$ cat config.mk
export PLATFORM = sky130hd
export DESIGN_NAME = td4x_datapath
export DESIGN_NICKNAME = d
export VERILOG_FILES = /design/src/rtl/td4x_pkg.sv /design/src/rtl/td4x_alu.sv /design/src/rtl/td4x_datapath.sv
export SDC_FILE = /design/constraint.sdc
export NUM_CORES = 1
export LEC_CHECK = 0
export ABC_CLOCK_PERIOD_IN_PS = 6800
export BUFFER_PORTS_ARGS = -buffer_cell sky130_fd_sc_hd__buf_2
export CORE_ASPECT_RATIO = 1.25
export CORE_MARGIN = 1
export CORE_UTILIZATION = 50
export DETAILED_ROUTE_END_ITERATION = 6
export HOLD_SLACK_MARGIN = 0.12
export PLACE_DENSITY = 0.8
export SETUP_SLACK_MARGIN = 0.2
export SYNTH_ARGS = -nofsm -noshare
export SYNTH_HDL_FRONTEND = slang
export SYNTH_SLANG_ARGS = --single-unit
$ cat constraint.sdc
create_clock -name CLK -period 6.8 [get_ports CLK]
set_input_delay 0.68 -clock CLK [delete_from_list [all_inputs] [get_ports CLK]]
set_output_delay 0.68 -clock CLK [all_outputs]
set_load 0.005 [all_outputs]
$ cat src/rtl/td4x_pkg.sv
// td4x datapath shared types.
// ALU opcodes, write conditions and the select-width helper.
package td4x_pkg;

  typedef enum logic [1:0] {
    ADD = 2'd0,
    SUB = 2'd1,
    AND = 2'd2,
    OR  = 2'd3
  } alu_op_t;

  typedef enum logic [1:0] {
    ALWAYS = 2'd0,
    NC     = 2'd1,
    Z      = 2'd2,
    NZ     = 2'd3
  } cond_t;

  // Registers, the IN port and the constant-zero source share one select.
  function automatic int sel_width(input int nregs);
    return $clog2(nregs + 2);
  endfunction

endpackage

$ cat src/rtl/td4x_alu.sv
// td4x ALU: combinational, result is {carry, value}.
// SUB adds the inverted immediate plus one, so carry means no borrow.
module td4x_alu
  import td4x_pkg::*;
#(
  parameter int WIDTH = 4
) (
  input  logic [WIDTH-1:0] a_i,
  input  logic [WIDTH-1:0] b_i,
  input  alu_op_t          op_i,
  output logic [WIDTH:0]   y_o
);

  always_comb begin
    y_o = '0;
    unique case (op_i)
      ADD: y_o = {1'b0, a_i} + {1'b0, b_i};
      SUB: y_o = {1'b0, a_i} + {1'b0, ~b_i}
               + (WIDTH+1)'(1);
      AND: y_o = {1'b0, a_i & b_i};
      OR:  y_o = {1'b0, a_i | b_i};
    endcase
  end

endmodule

$ cat src/rtl/td4x_datapath.sv
// td4x datapath: register file, OUT port, PC and flags.
// Single-cycle; all state advances only on enabled cycles.
module td4x_datapath
  import td4x_pkg::*;
#(
  parameter  int WIDTH = 4,
  parameter  int NREGS = 2,
  parameter  int PC_W  = 4,
  localparam int SEL_W = sel_width(NREGS)
) (
  input  logic             CLK,
  input  logic             CLR_N,
  input  logic             EN,
  input  logic [SEL_W-1:0] SRC,
  input  logic [SEL_W-1:0] DST,
  input  logic             WE,
  input  logic [1:0]       ALU_OP,
  input  logic [1:0]       COND,
  input  logic [WIDTH-1:0] IN,
  input  logic [WIDTH-1:0] IMMED,
  output logic [WIDTH-1:0] OUT,
  output logic [PC_W-1:0]  PC,
  output logic             CARRY_N,
  output logic             ZERO
);

  logic [WIDTH-1:0] regs_q [NREGS];
  logic [WIDTH-1:0] regs_d [NREGS];
  logic [WIDTH-1:0] out_q, out_d;
  logic [PC_W-1:0]  pc_q, pc_d;
  logic             carry_n_q, carry_n_d;
  logic             zero_q, zero_d;

  logic [WIDTH-1:0] opa;
  logic [WIDTH:0]   alu_y;
  logic [WIDTH-1:0] res;
  logic             cond_ok;
  logic             take;

  // Unmapped source codes fall through to zero.
  always_comb begin
    opa = '0;
    for (int i = 0; i < NREGS; i++) begin
      if (SRC == SEL_W'(i)) opa = regs_q[i];
    end
    if (SRC == SEL_W'(NREGS)) opa = IN;
  end

  td4x_alu #(
    .WIDTH(WIDTH)
  ) u_alu (
    .a_i (opa),
    .b_i (IMMED),
    .op_i(alu_op_t'(ALU_OP)),
    .y_o (alu_y)
  );

  assign res = alu_y[WIDTH-1:0];

  always_comb begin
    cond_ok = 1'b0;
    unique case (cond_t'(COND))
      ALWAYS: cond_ok = 1'b1;
      NC:     cond_ok = carry_n_q;
      Z:      cond_ok = zero_q;
      NZ:     cond_ok = ~zero_q;
    endcase
  end

  assign take = WE & cond_ok;

  always_comb begin
    regs_d = regs_q;
    out_d  = out_q;
    pc_d   = pc_q + PC_W'(1);
    if (take) begin
      for (int i = 0; i < NREGS; i++) begin
        if (DST == SEL_W'(i)) regs_d[i] = res;
      end
      if (DST == SEL_W'(NREGS))   out_d = res;
      if (DST == SEL_W'(NREGS+1)) pc_d  = PC_W'(res);
    end
    carry_n_d = ~alu_y[WIDTH];
    zero_d    = (res == '0);
  end

  always_ff @(posedge CLK or negedge CLR_N) begin
    if (!CLR_N) begin
      for (int i = 0; i < NREGS; i++) regs_q[i] <= '0;
      out_q     <= '0;
      pc_q      <= '0;
      carry_n_q <= 1'b1;
      zero_q    <= 1'b0;
    end else if (EN) begin
      regs_q    <= regs_d;
      out_q     <= out_d;
      pc_q      <= pc_d;
      carry_n_q <= carry_n_d;
      zero_q    <= zero_d;
    end
  end

  assign OUT     = out_q;
  assign PC      = pc_q;
  assign CARRY_N = carry_n_q;
  assign ZERO    = zero_q;

endmodule
* Word-level counts from Yosys, hierarchy flattened *
Index checks and enable logic that the tools add are counted.

operators by class
  divide/modulo/power cells = 0
  equality and inequality tests = 11
  shift-type cells = 0
  muxes and demuxes = 7
  multiply operators = 0
  magnitude comparators = 0
  reductions and logical operators = 8
  add/sub/neg operators = 4
  bitwise logic cells = 6

operators by type and width
  kind                                                 number
  two-way mux 4 bit                                    5
  case mux 5 bit (4 select lines)                      1
  equality test 2 bit, second input constant           7
  adder 4 x 4 -> 5 bit                                 2
  AND reduction 3 bit                                  3
  equality test 2 x 1 -> 1 bit, second input constant  4
  zero test 2 bit                                      4
  adder 5 x 1 -> 5 bit, second input constant          1
  adder 4 x 1 -> 4 bit, second input constant          1
  AND 4 bit                                            1
  zero test 4 bit                                      1
  inverter 4 bit                                       1
  OR 4 bit                                             1
  case mux 1 bit (4 select lines)                      1
  inverter 1 bit                                       2
  AND 1 bit                                            1

storage, ports and cells
  RAM bits = 0
  logic and storage cells = 42
  memory bits (read-only) = 0
  output and inout port bits = 10
  latch bits = 0
  input bits = 20
  flip-flop bits (word level) = 18
  memories = 0

* Logic depth before layout (Yosys ltp) *
Gate-level depths: netlist of the first run.

  depth in word-level cells = 9
  mapped depth = 12
  depth with buffers taken out = 11

* Cells and area by module *
Synthesis of the first run repeated with hierarchy kept, for this count alone.

unflattened totals
  cells, all modules = 151
  area, all modules = 1468.9 um^2

modules (own cells, without submodules)
  module         cells an instance  times used  area an instance (um^2)
  td4x_datapath  87                 1           988.4
  td4x_alu       64                 1           480.5

* Worst setup path before layout of the first run *
No wires, ideal clock.

  kind = input port to flip-flop
  start point = input SRC[1]
  end point = register zero_q, in the netlist ZERO
  slack = 3851 ps
  arrival time = 2857 ps
  library setup time = 92 ps
  buffers on the path = 1
  stages on the path = 11
  path through = clkbuf_1 -> nor2b_1 -> a21o_1 -> inv_1 -> ha_1 -> fa_1 -> nand2_1 -> o21ai_2 -> a221o_1 -> or3_1 -> o31ai_2

on the way
  longest elaborated chain between the ends = 8
  elaborated cells on any way between the ends = 13
  classes of those cells = add/sub (3); eq/ne (2); mux (4); bitwise (2); reduce/logical (2)

RTL lines
  element                            RTL line             text
  start, declared                    td4x_datapath.sv:14  input logic [SEL_W-1:0] SRC,
  zero test 2 bit                    td4x_datapath.sv:44  if (SRC == SEL_W'(i)) opa = regs_q[i];
  two-way mux 4 bit (2 in series)    td4x_datapath.sv:44
  two-way mux 4 bit *                td4x_datapath.sv:46  if (SRC == SEL_W'(NREGS)) opa = IN;
  adder 4 x 4 -> 5 bit               td4x_alu.sv:18       SUB: y_o = {1'b0, a_i} + {1'b0, ~b_i}
  adder 5 x 1 -> 5 bit               td4x_alu.sv:19       + (WIDTH+1)'(1);
  case mux 5 bit (4 select lines) *  td4x_alu.sv:16       unique case (op_i)
  zero test 4 bit *                  td4x_datapath.sv:84  zero_d = (res == '0);
  end signal, assigned               td4x_datapath.sv:99  zero_q <= zero_d;
  end, declared                      td4x_datapath.sv:32  logic zero_q, zero_d;

Every way passes the cells marked *; elsewhere a longest branch is shown, timed or not.
A chain may end at the register's enable or synchronous reset.

* Worst setup path after layout of the first run *
Ends and elaborated chain as after synthesis.

==> results of run 1 <==
-- per-stage QoR --
step / power [mW] / hold WS, ns
after CTS: 0.408 / 0.304
after detailed placement: 0.341 / 0.475
after floorplan: 0.279 / 0.384
final: 0.405 / 0.304
after global placement: 0.329 / 0.470
after global routing: 0.434 / 0.333
-- critical path, stage by stage --
cell     delay (ns)
buf_2          0.14
nor2b_1        0.24
a21o_1         0.18
inv_1          0.06
ha_1           0.21
fa_1           0.39
nand2_1        0.12
o21ai_2        0.06
a221o_1        0.37
or3_1          0.40
o31ai_2        0.17
-- cells in the mapped netlist (all sizes together) --
cell type  instances  area (um2)
mux2              14         158
mux2i              6        60.1
a211o              1        8.76
fa                 2        40.0
o211ai             2        15.0
nor2b              4        25.0
nor2              12        47.6
or3                2        12.5
a211oi             1        7.51
a221o              2        20.0
a22oi              2        15.0
ha                13         163
inv               12        45.0
and3               2        12.5
and4b              1        10.0
dfrtp             17         425
nand3              2        10.0
a21oi              4        20.0
o31ai              1        12.5
nor4b              1        8.76
o21ai              8        43.8
and2               1        6.26
clkbuf             2        8.75
buf                2        22.5
nor3               4        30.0
dfstp              1        26.3
a31oi              2        12.5
nand2              8        30.0
nand2b             4        25.0
nor4               1        6.26
nand3b             3        22.5
a21o               4        30.0
-- final timing paths --
kind	from	endpoint	slack, ns	cells after the start
max in group asynchronous	CLR_N	CARRY_N	6.17	1
min in group CLK	OUT[0]	OUT[0]	0.50	1
min	CLR_N	OUT[2]	0.30	1
max	SRC[1]	ZERO	3.98	11
min reg2reg	OUT[0]	OUT[0]	0.50	1
max reg2reg	regs_q[4]	ZERO	4.27	11
-- kinds of logic after synthesis --
kind of cell | Yosys count | share of synthesized area (%)
simple gates | 45 | 17.9
mux | 20 | 15.8
fa+ha+maj | 15 | 14.7
flops | 18 | 32.7
compound gates | 27 | 13.4
buf+inv | 16 | 5.53
-- layout make-up --
type / count / share of cell area, %
Sequential cell: 18 / 28.7
Timing Repair Buffer: 29 / 9.24
Tap cell: 33 / 2.63
Clock buffer: 4 / 2.31
Inverter: 12 / 2.87
Multi-Input combinational cell: 107 / 54.2
-- registers in the layout, summed over array words and instances (netlist names) --
name and count:
regs_q 8, OUT 4, PC 4, CARRY_N 1, ZERO 1
-- per-layer routing --
| layer | vias up | global-route usage (%) | wire [um] |
|---|---|---|---|
| met5 | - | 0 | 0 |
| met4 | 0 | 11.3 | 72 |
| met3 | 10 | 2.76 | 163 |
| met2 | 45 | 38.7 | 1620 |
| met1 | 549 | 23.0 | 1130 |
| li1 | 557 | - | - |
-- layout by cell type (no fill, tap or decap), types with 2 or more instances in the layout --
master	Yosys	routed
nor2b_1	4	4
and3_1	2	2
nor3_1	2	2
fa_1	2	2
o21ai_1	3	3
a31oi_1	2	2
o211ai_1	2	2
mux2_1	11	11
or3_1	2	2
mux2i_1	6	6
clkbuf_4	0	3
a21o_1	4	4
a21oi_1	4	4
nor2_1	11	11
mux2_2	3	3
buf_2	0	29
nand3b_1	3	3
nand2_1	8	8
ha_1	13	13
dfrtp_1	17	17
nor3_2	2	2
nand2b_1	4	4
a22oi_1	2	2
a221o_1	2	2
inv_1	11	11
o21ai_0	4	4
nand3_1	2	2
-- power by group --
part           internal (mW)  switching, mW
Sequential             0.147         0.0275
Combinational         0.0799         0.0847
Clock                 0.0326         0.0327
==> flow_metrics.tcl, run 1 <==
set metrics [dict create \
    outcome "complete, no violations" \
    vias 1161 \
    num_rows 20 \
    synth_warnings 0 \
    grt_pass1_vias 1107 \
    utilization_pct 62.2 \
    place_ws_ns 3.69 \
    multi_input_area_um2 852 \
    antenna_found_initial 0 \
    dr.pass1.iters 4 \
    p_per_area_nw_per_um2 258 \
    io_pins 30 \
    fp.dieH_um 60.7 \
    fin_skew_ns 0.00477 \
    syn_nets 176 \
    clock_latency_ns 0.29 \
    drc 0 \
    wirelength_mm 2.99 \
    worstPathMaxFanout 5 \
    cts_root_buffer "clkbuf_4" \
    finalInstanceArea_um2 1570 \
    crit_required_ns 7.01 \
    gp_congestion 0.989 \
    slew_viol_final 0 \
    grt_pass1_wl_mm 4.66 \
    arrival_ns 3.03 \
    maxCapViolations 0 \
    fmax_mhz 354 \
    cts_num_sinks 18 \
    worstMarginPinSlew_ns 0.471 \
    final-hold-violation-count 0 \
    period_minus_slack_ns 2.82 \
    avgSynthCellArea_um2 9.79 \
    setup_violations 0 \
    cts_resized 0 \
    nNetsFinal 206 \
    die_w_um 49.0 \
    seq_area_um2 452 \
    antenna_cells 0 \
    layout-drive-gt1-share_pct 25.3 \
    path_class "in -> reg" \
    setup_tns_ns 0 \
    peakVddDrop_mv 0.147 \
    netlist_instances 141 \
    instances_no_fill 203 \
    dp_cells 199 \
    finalCritPeriodShare_pct 41.5 \
    setup_ws_ns 3.98 \
    antenna_left 0 \
    cts_htree_levels 1 \
    crit_path_end_kind "register" \
    initial_core_util_pct 54.6 \
    worst_setup_path_start_kind "input port" \
    fillers 215 \
    slew_headroom_pct 68.4 \
    drt-wirelength-per-cell_um 14.7 \
    overflow 0 \
    dp_hpwl_mm 2.40 \
    syn2layout_area_growth_pct 13.9 \
    io_buffers 29 \
    track_usage_pct 20.6 \
    placed_cell_area_um2 1540 \
    ctsHoldBuffers 0 \
    synth_cell_types 39 \
    vias_per_cell 5.72 \
    yosysSeqAreaShare_pct 32.7 \
    clkTransAtPathRegs_ns 0.10 \
    dieArea_um2 2980 \
    post_cts_buffers 0 \
    clockBufferDepth 2 \
    hold_class "in -> async" \
    cts-buffers-inserted 3 \
    drtIter0Drc 48 \
    rsz0062_at_grt "false" \
    grt_start_max_net_pins 19 \
    cts_tree "built" \
    coreArea_um2 2530 \
    synth-seq-cells 18 \
    synth_area_um2 1380 \
    p_leak_nw 0.780 \
]
(Power assumes the default switching activity.)
==> run 2: changes to the inputs <==
Settings changed: ABC_CLOCK_PERIOD_IN_PS 6800 to 2550, CORE_UTILIZATION 50 to 49, PLACE_DENSITY 0.8 to 0.82.
Clock period 6.8 ns to 2.55 ns, I/O delays scaled along.
==> run 2 against run 1 <==
  * Register-to-register slack got worse by 4.1 ns
  * Clock power rose to 2.7 times the previous value
  * First-iteration DRC count down 67%
  * Final cell count is 3.9% higher
  * Worst hold slack got worse by 0.13 ns
  * Sequential share of layout area is 1.6 points lower
  * Critical endpoint unchanged
  * Largest cell class unchanged
==> flow_metrics.tcl, run 2 (same netlist as run 1, synthesis figures left out) <==
set metrics [dict create \
    regToRegSetupSlack_ns 0.21 \
    fillers 243 \
    power_mw 1.12 \
    largest_reg_flops 8 \
    min_path_cells 2 \
    hold_start "EN" \
    vias_per_cell 5.47 \
    clkTransAtPathRegs_ns 0.11 \
    io_pins 30 \
    initial_core_util_pct 51.5 \
    io_buffers 29 \
    fin_skew_ns 0.00798 \
    crit_buf_inv 1 \
    holdPathEnd "CARRY_N" \
    dieArea_um2 3030 \
    grt_pass1_vias 1138 \
    reg2reg_from "regs_q[4]" \
    clock_latency_ns 0.30 \
    worstPathMaxFanout 3 \
    antenna_cells 0 \
    die_w_um 49.5 \
    place_ws_ns 0.0508 \
    antenna_left 0 \
    internal_power_mw 0.722 \
    worst_setup_path_start_kind "register" \
    gp_congestion 0.858 \
    peakVddDrop_mv 0.289 \
    p_leak_nw 0.817 \
    syn2layout_area_growth_pct 20.4 \
    crit_path_end_kind "register" \
    vias 1155 \
    grt_pass1_wl_mm 4.76 \
    fp.dieH_um 61.3 \
    dp_cells 202 \
    dp_hpwl_mm 2.32 \
    track_usage_pct 20.7 \
    rsz0062_at_grt "true" \
    crit_path_top_delay_cell "dfrtp_1" \
    path_cells "mux2i_1, nor2_1, a21o_1, ha_2, inv_2, fa_2, nor2_2, nor4b_2, a221o_1, or3_1, o31ai_2" \
    layout-drive-gt1-share_pct 33.9 \
    arrival_ns 2.56 \
    antenna_found_initial 0 \
    top_register "regs_q" \
    p_clk_share_pct 16.0 \
    finalHoldWorstSlack_ns 0.179 \
    clockBufferDepth 2 \
    cts-buffers-inserted 3 \
    netSwitchingFraction_pct 35.3 \
    p_switching_mw 0.394 \
    fmax_mhz 427 \
    combPwrFrac_pct 42.3 \
    setup_ws_ns 0.206 \
    nNetsFinal 213 \
    path_class "reg -> reg" \
    maxCapViolations 0 \
    cp_num_cells 11 \
    seqPwrFrac_pct 41.7 \
    crit_family "simple AND/OR/NAND/NOR gates" \
    final-hold-violation-count 0 \
    cts_htree_levels 1 \
    coreArea_um2 2680 \
    outcome "complete, no violations" \
    rr_endpoint "ZERO" \
    grt_start_max_net_pins 19 \
    drc 0 \
    cts_tree "built" \
    num_rows 21 \
    dr.pass1.iters 4 \
    drtIter0Drc 16 \
    p_per_area_nw_per_um2 672 \
    slew_headroom_pct 72.7 \
    final_cell_mix "buf_2 (29), dfrtp_1 (17), mux2_1 (11), ha_1 (11), nor2_1 (10)" \
    period_minus_slack_ns 2.34 \
    final_common_cell "buf_2" \
    finalCritPeriodShare_pct 91.9 \
    setup_tns_ns 0 \
    wirelength_mm 2.98 \
    setup_violations 0 \
    slew_viol_final 0 \
    max_stage_delay_ns 0.37 \
    worstMarginPinSlew_ns 0.407 \
    cts_root_buffer "clkbuf_4" \
    drt-wirelength-per-cell_um 14.1 \
    instances_no_fill 211 \
    hold_class "in -> reg" \
    crit_required_ns 2.76 \
    cts_num_sinks 18 \
    overflow 0 \
    reg2reg_depth 11 \
]
[run 2: changes by cell type in the layout (fill, tap and decap cells not counted), moves of 2 or more]
cell   before  now
fa_1        2    0
buf_4       0    5
ha_1       13   11
inv_2       1    3
fa_2        0    2
ha_2        0    2
inv_1      11    9
[run 2: layout make-up]
type                    instances  area [um2]  area share (%)
clock buffers                   4        36.3            2.18
inverters                      12        45.0            2.71
multi-input cells             107         882            53.1
flip-flops and latches         18         452            27.2
well taps                      34        42.5            2.56
repair buffers                 36         204            12.3
[run 2: what timing repair did]
item,in CTS,in global routing
hold buffers,1,0
hold endpoints to repair,17,0
setup buffers,2,2
pin swaps,3,3
gates resized for setup,2,6
endpoints found under the setup margin,1,7
[run 2: worst max path at each step]
stage          startpoint   end
4_1_cts         regs_q[4]  ZERO
5_1_grt         regs_q[4]  ZERO
2_1_floorplan      SRC[1]  ZERO
3_5_place_dp       SRC[1]  ZERO
3_3_place_gp       SRC[1]  ZERO
6_report        regs_q[4]  ZERO
[run 2: per-stage QoR]
stage	utilization (%)	instance area (um2)
floorplan	-	1400
global placement	58.5	1570
detailed placement	58.5	1570
CTS	60.9	1630
global route	62.0	1660
finish	62.0	1660
[run 2: routing by layer]
| metal | part of all wire [%] | track usage (%) | vias to the layer above |
|---|---|---|---|
| met3 | 3.0 | 2.47 | 4 |
| met5 | 0 | 0 | - |
| met4 | 1.1 | 7.35 | 0 |
| met2 | 54 | 41.3 | 22 |
| met1 | 42 | 22.9 | 562 |
| li1 | - | - | 567 |
[run 2: power by group through the flow]
stage	Clock, mW	Sequential (mW)	Combinational, mW
floorplan	0	0.458	0.292
global placement	0	0.463	0.430
detailed placement	0	0.470	0.451
CTS	0.180	0.465	0.461
global route	0.194	0.481	0.532
finish	0.179	0.466	0.472
